## src/rtl/wb_bus_arbiter.sv

```systemverilog
// Round-robin Wishbone classic arbiter: three core-side masters share one slave port.
// A grant lasts for the owner's whole CYC tenure; a stall watchdog aborts hung transfers with ERR.
module wb_bus_arbiter #(
    parameter int ADDR_LEN       = 32,
    parameter int DATA_LEN       = 64,
    parameter int N_MASTERS      = 3,
    parameter int TIMEOUT_CYCLES = 255,
    parameter int TO_W           = 8
) (
    input  logic                            clk,
    input  logic                            reset,
    input  logic [N_MASTERS-1:0]            m_cyc_i,
    input  logic [N_MASTERS-1:0]            m_stb_i,
    input  logic [N_MASTERS-1:0]            m_we_i,
    input  logic [N_MASTERS*ADDR_LEN-1:0]   m_adr_i,
    input  logic [N_MASTERS*DATA_LEN-1:0]   m_dat_i,
    input  logic [N_MASTERS*DATA_LEN/8-1:0] m_sel_i,
    output logic [N_MASTERS-1:0]            m_ack_o,
    output logic [N_MASTERS-1:0]            m_err_o,
    output logic [DATA_LEN-1:0]             m_dat_o,
    output logic                            s_cyc_o,
    output logic                            s_stb_o,
    output logic                            s_we_o,
    output logic [ADDR_LEN-1:0]             s_adr_o,
    output logic [DATA_LEN-1:0]             s_dat_o,
    output logic [DATA_LEN/8-1:0]           s_sel_o,
    input  logic                            s_ack_i,
    input  logic                            s_err_i,
    input  logic [DATA_LEN-1:0]             s_dat_i,
    output logic [N_MASTERS-1:0]            grant_o,
    output logic                            timeout_o
);

    localparam int SEL_LEN = DATA_LEN / 8;
    localparam int IW      = (N_MASTERS > 1) ? $clog2(N_MASTERS) : 1;

    typedef enum logic [1:0] {
        ST_IDLE  = 2'd0,
        ST_BUS   = 2'd1,
        ST_ABORT = 2'd2
    } state_t;

    state_t                 r_state;
    logic [N_MASTERS-1:0]   r_grant;
    logic [IW-1:0]          r_last;
    logic [TO_W-1:0]        r_wd;
    logic                   r_timeout;

    logic                   w_cyc_g;
    logic                   w_stb_g;
    logic                   w_we_g;
    logic [ADDR_LEN-1:0]    w_adr_g;
    logic [DATA_LEN-1:0]    w_dat_g;
    logic [SEL_LEN-1:0]     w_sel_g;

    logic                   w_pick_found;
    logic [IW-1:0]          w_pick_idx;
    logic [N_MASTERS-1:0]   w_pick_oh;

    logic                   w_in_bus;
    logic                   w_in_abort;
    logic                   w_stall;
    logic                   w_wd_hit;

    // Owner's request signals, selected by the one-hot grant (all zero when nobody owns the bus).
    always_comb begin
        w_cyc_g = 1'b0;
        w_stb_g = 1'b0;
        w_we_g  = 1'b0;
        w_adr_g = '0;
        w_dat_g = '0;
        w_sel_g = '0;
        for (int i = 0; i < N_MASTERS; i++) begin
            if (r_grant[i]) begin
                w_cyc_g = m_cyc_i[i];
                w_stb_g = m_stb_i[i];
                w_we_g  = m_we_i[i];
                w_adr_g = m_adr_i[i*ADDR_LEN +: ADDR_LEN];
                w_dat_g = m_dat_i[i*DATA_LEN +: DATA_LEN];
                w_sel_g = m_sel_i[i*SEL_LEN +: SEL_LEN];
            end
        end
    end

    // Round-robin pick on CYC only: first requester after the last owner, wrapping.
    always_comb begin
        int v_idx;
        v_idx        = 0;
        w_pick_found = 1'b0;
        w_pick_idx   = '0;
        w_pick_oh    = '0;
        for (int k = 1; k <= N_MASTERS; k++) begin
            v_idx = (int'(r_last) + k) % N_MASTERS;
            if (!w_pick_found && m_cyc_i[IW'(v_idx)]) begin
                w_pick_found          = 1'b1;
                w_pick_idx            = IW'(v_idx);
                w_pick_oh[IW'(v_idx)] = 1'b1;
            end
        end
    end

    assign w_in_bus   = (r_state == ST_BUS);
    assign w_in_abort = (r_state == ST_ABORT);

    // A stalled cycle is an outstanding strobe that neither ACK nor ERR answers.
    assign w_stall  = w_in_bus & w_cyc_g & w_stb_g & ~s_ack_i & ~s_err_i;
    assign w_wd_hit = w_stall & (r_wd == TO_W'(TIMEOUT_CYCLES - 1));

    always_ff @(posedge clk or posedge reset) begin
        if (reset) begin
            r_state   <= ST_IDLE;
            r_grant   <= '0;
            r_last    <= IW'(N_MASTERS - 1);
            r_wd      <= '0;
            r_timeout <= 1'b0;
        end else begin
            r_timeout <= 1'b0;
            case (r_state)
                ST_IDLE: begin
                    r_wd <= '0;
                    if (w_pick_found) begin
                        r_grant <= w_pick_oh;
                        r_last  <= w_pick_idx;
                        r_state <= ST_BUS;
                    end
                end
                ST_BUS: begin
                    if (!w_cyc_g) begin
                        r_state <= ST_IDLE;
                        r_grant <= '0;
                        r_wd    <= '0;
                    end else if (w_wd_hit) begin
                        r_state   <= ST_ABORT;
                        r_timeout <= 1'b1;
                        r_wd      <= '0;
                    end else if (w_stall) begin
                        r_wd <= r_wd + 1'b1;
                    end else begin
                        r_wd <= '0;
                    end
                end
                ST_ABORT: begin
                    r_wd <= '0;
                    if (!w_cyc_g) begin
                        r_state <= ST_IDLE;
                        r_grant <= '0;
                    end
                end
                default: begin
                    r_state <= ST_IDLE;
                    r_grant <= '0;
                    r_wd    <= '0;
                end
            endcase
        end
    end

    // Wishbone handshake: a beat transfers in any cycle where CYC and STB are high and the slave
    // answers ACK (or ERR); ACK/ERR go back to the owner in that same cycle and only while it holds CYC.
    assign s_cyc_o = w_in_bus & w_cyc_g;
    assign s_stb_o = w_in_bus & w_cyc_g & w_stb_g;
    assign s_we_o  = w_in_bus & w_we_g;
    assign s_adr_o = w_in_bus ? w_adr_g : '0;
    assign s_dat_o = w_in_bus ? w_dat_g : '0;
    assign s_sel_o = w_in_bus ? w_sel_g : '0;

    assign m_ack_o = (w_in_bus && w_cyc_g && s_ack_i) ? r_grant : '0;
    assign m_err_o = ((w_in_bus && w_cyc_g && s_err_i) || (w_in_abort && r_timeout)) ? r_grant : '0;
    assign m_dat_o = s_dat_i;

    assign grant_o   = r_grant;
    assign timeout_o = r_timeout;

endmodule

```

## config.mk

```make
export PLATFORM = sky130hd
export DESIGN_NAME = wb_bus_arbiter
export DESIGN_NICKNAME = d
export VERILOG_FILES = /design/src/rtl/wb_bus_arbiter.sv
export SDC_FILE = /design/constraint.sdc
export NUM_CORES = 1
export LEC_CHECK = 0
export CELL_PAD_IN_SITES_DETAIL_PLACEMENT = 1
export CELL_PAD_IN_SITES_GLOBAL_PLACEMENT = 2
export CORE_AREA = 2 2 220 222
export DETAILED_ROUTE_END_ITERATION = 16
export DIE_AREA = 0 0 222 224
export PLACE_DENSITY = 0.76
export RECOVER_POWER = 100
export SYNTH_ARGS = -nofsm -noshare
export SYNTH_HDL_FRONTEND = slang
export SYNTH_SLANG_ARGS = --single-unit
```

## constraint.sdc

```tcl
create_clock -name clk -period 4.4 [get_ports clk]
set_clock_uncertainty 0.1 [all_clocks]
set_input_delay 1.32 -clock clk [delete_from_list [all_inputs] [get_ports clk]]
set_output_delay 1.32 -clock clk [all_outputs]
set_load 0.05 [all_outputs]
```

== Yosys cells after proc, flatten, opt, wreduce, memory -nomap -nowiden ==
Index checks and enable logic that the tools add are counted.

* Register bits: 16
* Output and inout port bits: 181

* Add/sub/neg operators: 4
* Div/mod/pow operators: 3
* $lt $le $gt $ge: 6
* Equality and inequality tests: 7
* Multiplexer cells: 62
* Bitwise operators: 10
* Reductions and logical operators: 17

{| class="wikitable"
|+ Operator list
! cell !! number
|-
| 64-bit 2-to-1 mux || 4
|-
| 32-bit 2-to-1 mux || 4
|-
| 32-bit by 3-bit modulo with 32-bit output (second input constant) || 3
|-
| 8-bit 2-to-1 mux || 8
|-
| 1-bit 2-to-1 mux || 24
|-
| 3-bit 2-to-1 mux || 7
|-
| 2-bit 2-to-1 mux || 7
|-
| 2-bit by 4-bit less-than comparator with 1-bit output (second input constant) || 3
|-
| 1-bit logical AND || 9
|-
| 8-bit by 1-bit adder with 8-bit output (second input constant) || 1
|-
| 8-bit == test (second input constant) || 1
|-
| 2-bit by 2-bit adder with 3-bit output (second input constant) || 2
|-
| 1-bit AND || 6
|-
| 1-bit binary-select mux with 2-bit select || 3
|-
| 1-bit demux with 2-bit select || 3
|-
| 2-bit by 1-bit greater-or-equal comparator with 1-bit output (second input constant) || 3
|-
| 2-bit != test (second input constant) || 3
|-
| 3-bit bitwise OR || 2
|-
| 2-bit case mux with 3 select lines || 1
|-
| 3-bit case mux with 2 select lines || 1
|-
| 2-bit AND reduction || 2
|-
| 2-bit by 1-bit adder with 3-bit output (second input constant) || 1
|-
| 3-bit by 2-bit != test with 1-bit output (second input constant) || 1
|-
| 3-bit AND reduction || 1
|-
| 7 further kinds || 9
|}

== Longest topological paths before layout ==
* Depth in word-level cells: 14
* Depth in mapped cells: 8

== Least setup slack after synthesis ==
No wires, ideal clock.

* Kind: input port to output port
* Start: in m_cyc_i[1]
* End: out m_ack_o[0]
* Arrival time: 2.811 ns
* Data required time: 2.980 ns
* Setup slack: 0.169 ns
* Stages: 5
* Path through: a21oi_1 and2_1 a21oi_2 and2_1 and3_1

* Word-level cells in the longest chain between the ends: 5

{| class="wikitable"
|+ Ends and longest elaborated chain
! item !! RTL line !! text
|-
| from (decl) || 12 || <nowiki>input logic [N_MASTERS-1:0] m_cyc_i,</nowiki>
|-
| 1-bit 2-to-1 mux (2 in a row) || 74 || <nowiki>if (r_grant[i]) begin</nowiki>
|-
| 1-bit logical AND (2 in a row) || 167 || <nowiki>assign m_ack_o = (w_in_bus && w_cyc_g && s_ack_i) ? r_grant : '0;</nowiki>
|-
| 3-bit 2-to-1 mux || 167 ||
|-
| to (decl) || 18 || <nowiki>output logic [N_MASTERS-1:0] m_ack_o,</nowiki>
|}

Every way passes these cells.

== Worst setup path after layout ==
* Start: in m_cyc_i[1]
* End: out s_stb_o

* Word-level cells in the longest chain between the ends: 4

{| class="wikitable"
|+ Ends and longest elaborated chain
! item !! RTL line !! text
|-
| 1-bit 2-to-1 mux (2 in a row) || 74 ||
|-
| 1-bit AND (2 in a row) || 161 || <nowiki>assign s_stb_o = w_in_bus & w_cyc_g & w_stb_g;</nowiki>
|-
| to (decl) || 22 || <nowiki>output logic s_stb_o,</nowiki>
|}

Every way passes these cells.

==> impl_metrics.env <==
export IMPL_outcome="complete, no violations"
export IMPL_setup_tns_ps=0
export IMPL_grt_pass1_vias=6637
export IMPL_stdcell_count=1632
export IMPL_grt_first_pass_wirelength_um=38300
export IMPL_coreArea_um2=47350
export IMPL_setup_viol=0
export IMPL_post_route_min_period_ps=4310
export IMPL_synthTopCellsByCount="111 x and2_1, 110 x nand2_1, 109 x o21ai_0"
export IMPL_fp_row_count=80
export IMPL_crit_chain="clkdlybuf4s50_1 -> a21oi_1 -> and2_1 -> a21oi_2 -> clkbuf_4 -> and3_1 -> clkbuf_4"
export IMPL_drive_gt1_frac=0.1406
export IMPL_clockBufferDepth=2
export IMPL_syn_num_nets=1079
export IMPL_final_core_util=0.2144
export IMPL_synth_top_area_share=0.1860
export IMPL_dp_cells=1628
export IMPL_via_per_inst=3.800
export IMPL_route_detailed_drc=0
export IMPL_hold_violations=0
export IMPL_place_gp_congestion=0.7527
export IMPL_drv_slew=0
export IMPL_die_area_um2=49730
export IMPL_slowest_delay_ps=480
export IMPL_drt_wl_total_um=25410
export IMPL_area_growth_pct=135.0
export IMPL_crit_top_cell="clkbuf_4"
export IMPL_synth_warnings=0
export IMPL_max_freq_mhz=232.0
export IMPL_internal_power_uw=1761
export IMPL_cts_tree="built"
export IMPL_post_cts_repair_setup_buffers=0
export IMPL_cts_max_level=1
export IMPL_power_switching_uw=1846
export IMPL_ant_nets=0
export IMPL_die_w_um=222
export IMPL_cts_resized_gates=0
export IMPL_synth_cell_types=51
export IMPL_rsz0062_at_grt="false"
export IMPL_critPathKind="in2out"
export IMPL_slew_headroom=0.5755
export IMPL_synth_most_common_cell="and2_1"
export IMPL_power_density_nw_per_um2=355.4
export IMPL_antenna_found_initial=0
export IMPL_cts_hold_buf=0
export IMPL_clockRootBuffer="clkbuf_16"
export IMPL_grt_usage=0.09489
export IMPL_start_util=0.09123
export IMPL_synth_edf_count=0
export IMPL_cp_max_fo=3
export IMPL_cp_end_kind="primary output"
export IMPL_critical_path_arrival_ps=2890
export IMPL_finalCritPeriodShare=0.9795
export IMPL_postSynthAreaPerCell_um2=6.342
export IMPL_synth_cells=681
export IMPL_cts_buffers=3
export IMPL_drt_iter0_drc=257
export IMPL_hpwl_um=20660
export IMPL_antenna_cells=0
export IMPL_seqPwrFrac=0.063
export IMPL_setup_slack_ps=90.12
export IMPL_synth_top_cell_by_area="a22oi_1"
export IMPL_netlist_area_um2=4319
export IMPL_dr_pass1_iters=6
export IMPL_swShare=0.5118
export IMPL_die_y_um=224
export IMPL_ios=570
export IMPL_overflow=0
export IMPL_dp_slack_ps=126.5
export IMPL_async_flop_share=1.000
export IMPL_synth_seq_area_share=0.09299
export IMPL_cpMaxStageDelayCell="clkdlybuf4s50_1"
export IMPL_nets=1416
export IMPL_ys_flop_type="dfrtp_1"
export IMPL_crit_path_start_kind="primary input"
export IMPL_hp_class="reg2reg"
export IMPL_clockPowerShare=0.054
export IMPL_p_leak_uw=0.003439
export IMPL_worst_pin_slew_ps=636.0
export IMPL_grt_start_max_net_pins=107
export IMPL_io_buffers=441
export IMPL_required_ps=2980
export IMPL_max_cap_violations=0
export IMPL_clock_sinks=16
export IMPL_clock_latency_ps=240
export IMPL_via_count=6201
export IMPL_synthTopCellsByArea="a22oi_1 19%, and2_1 16%, o21ai_0 13%"
export IMPL_ir_drop_uv=232.3
export IMPL_clk_pin_slew_ps=50
export IMPL_ys_ff_latch=16
export IMPL_wl_per_cell_um=15.57
export IMPL_pwr_share_comb=0.883
-- logic make-up after synthesis --
family          count (synthesis)  synth area share
simple gates                  268            0.3218
compound gates                244            0.3624
buf+inv                       135            0.1761
flops                          16           0.09299
fa+ha+maj                       9           0.02607
xor+xnor                        6           0.01217
mux                             3          0.008400
-- cell type report --
class | instances | area [µm²]
clock buffers | 4 | 88.84
fillers | 5635 | 37200
inverters | 9 | 33.78
multi-input cells | 530 | 3157
flip-flops and latches | 16 | 409.1
well taps | 615 | 769.5
repair buffers | 458 | 5690
-- placed cells by master (no fill, tap or decap), types with 4 or more instances in the layout --
cell	count
a21oi_1	8
a22o_1	4
inv_1	9
nand3_1	5
o21ai_0	109
nand2_1	110
a22oi_1	107
dfrtp_1	13
and3_1	5
clkbuf_4	5
and2_1	9
and2_0	102
clkdlybuf4s50_1	319
ha_1	8
nor2_1	12
dlygate4sd3_1	9
buf_4	8
nand3b_1	5
buf_12	115
-- worst paths after layout --
check	cells past startpoint	to	slack, ps	startpoint
max in group asynchronous	2	grant_o[1]	2230	reset
min reg2reg	1	r_wd[0]	380	r_wd[0]
min in group asynchronous	2	r_wd[7]	1500	reset
min	1	r_wd[0]	380	r_wd[0]
max	7	s_stb_o	90	m_cyc_i[1]
max reg2reg	6	r_last[0]	1820	r_last[1]
-- through the flow --
stage | total power [µW] | hold slack [ps] | area, µm²
final | 3607 | 381.1 | 10150
after global routing | 3820 | 416.8 | 10150
after CTS | 3698 | 388.9 | 10230
after detailed placement | 3491 | 382.0 | 10140
after global placement | 3451 | 373.6 | 10140
after floorplan | 2027 | 354.6 | 4319
-- flip-flops by register name, summed over array words and instances (netlist names) --
signal / count
r_wd: 8
grant_o: 3
r_last: 2
r_state: 2
timeout_o: 1
-- per-layer routing --
layer	global-route usage	vias to the layer above	routed length [µm]
met1	0.1162	2924	10610
met4	0.01199	0	269
met3	0.01718	26	1450
met2	0.1762	258	13090
li1	-	2993	-
met5	0	-	0
-- worst max-delay path, delay by kind of cell --
family	cells	cell delay, ps
buffers and inverters	3	900
AOI/OAI and AO/OA	2	230
and+or+nand+nor	2	420
-- power by group through the flow --
stage	sequential, µW	combinational (µW)	clock (µW)
floorplan	207	1820	0
global placement	233	3220	0
detailed placement	233	3260	0
CTS	231	3270	200
global route	235	3380	209
finish	227	3180	196
Power figures use the tool's default switching activity.
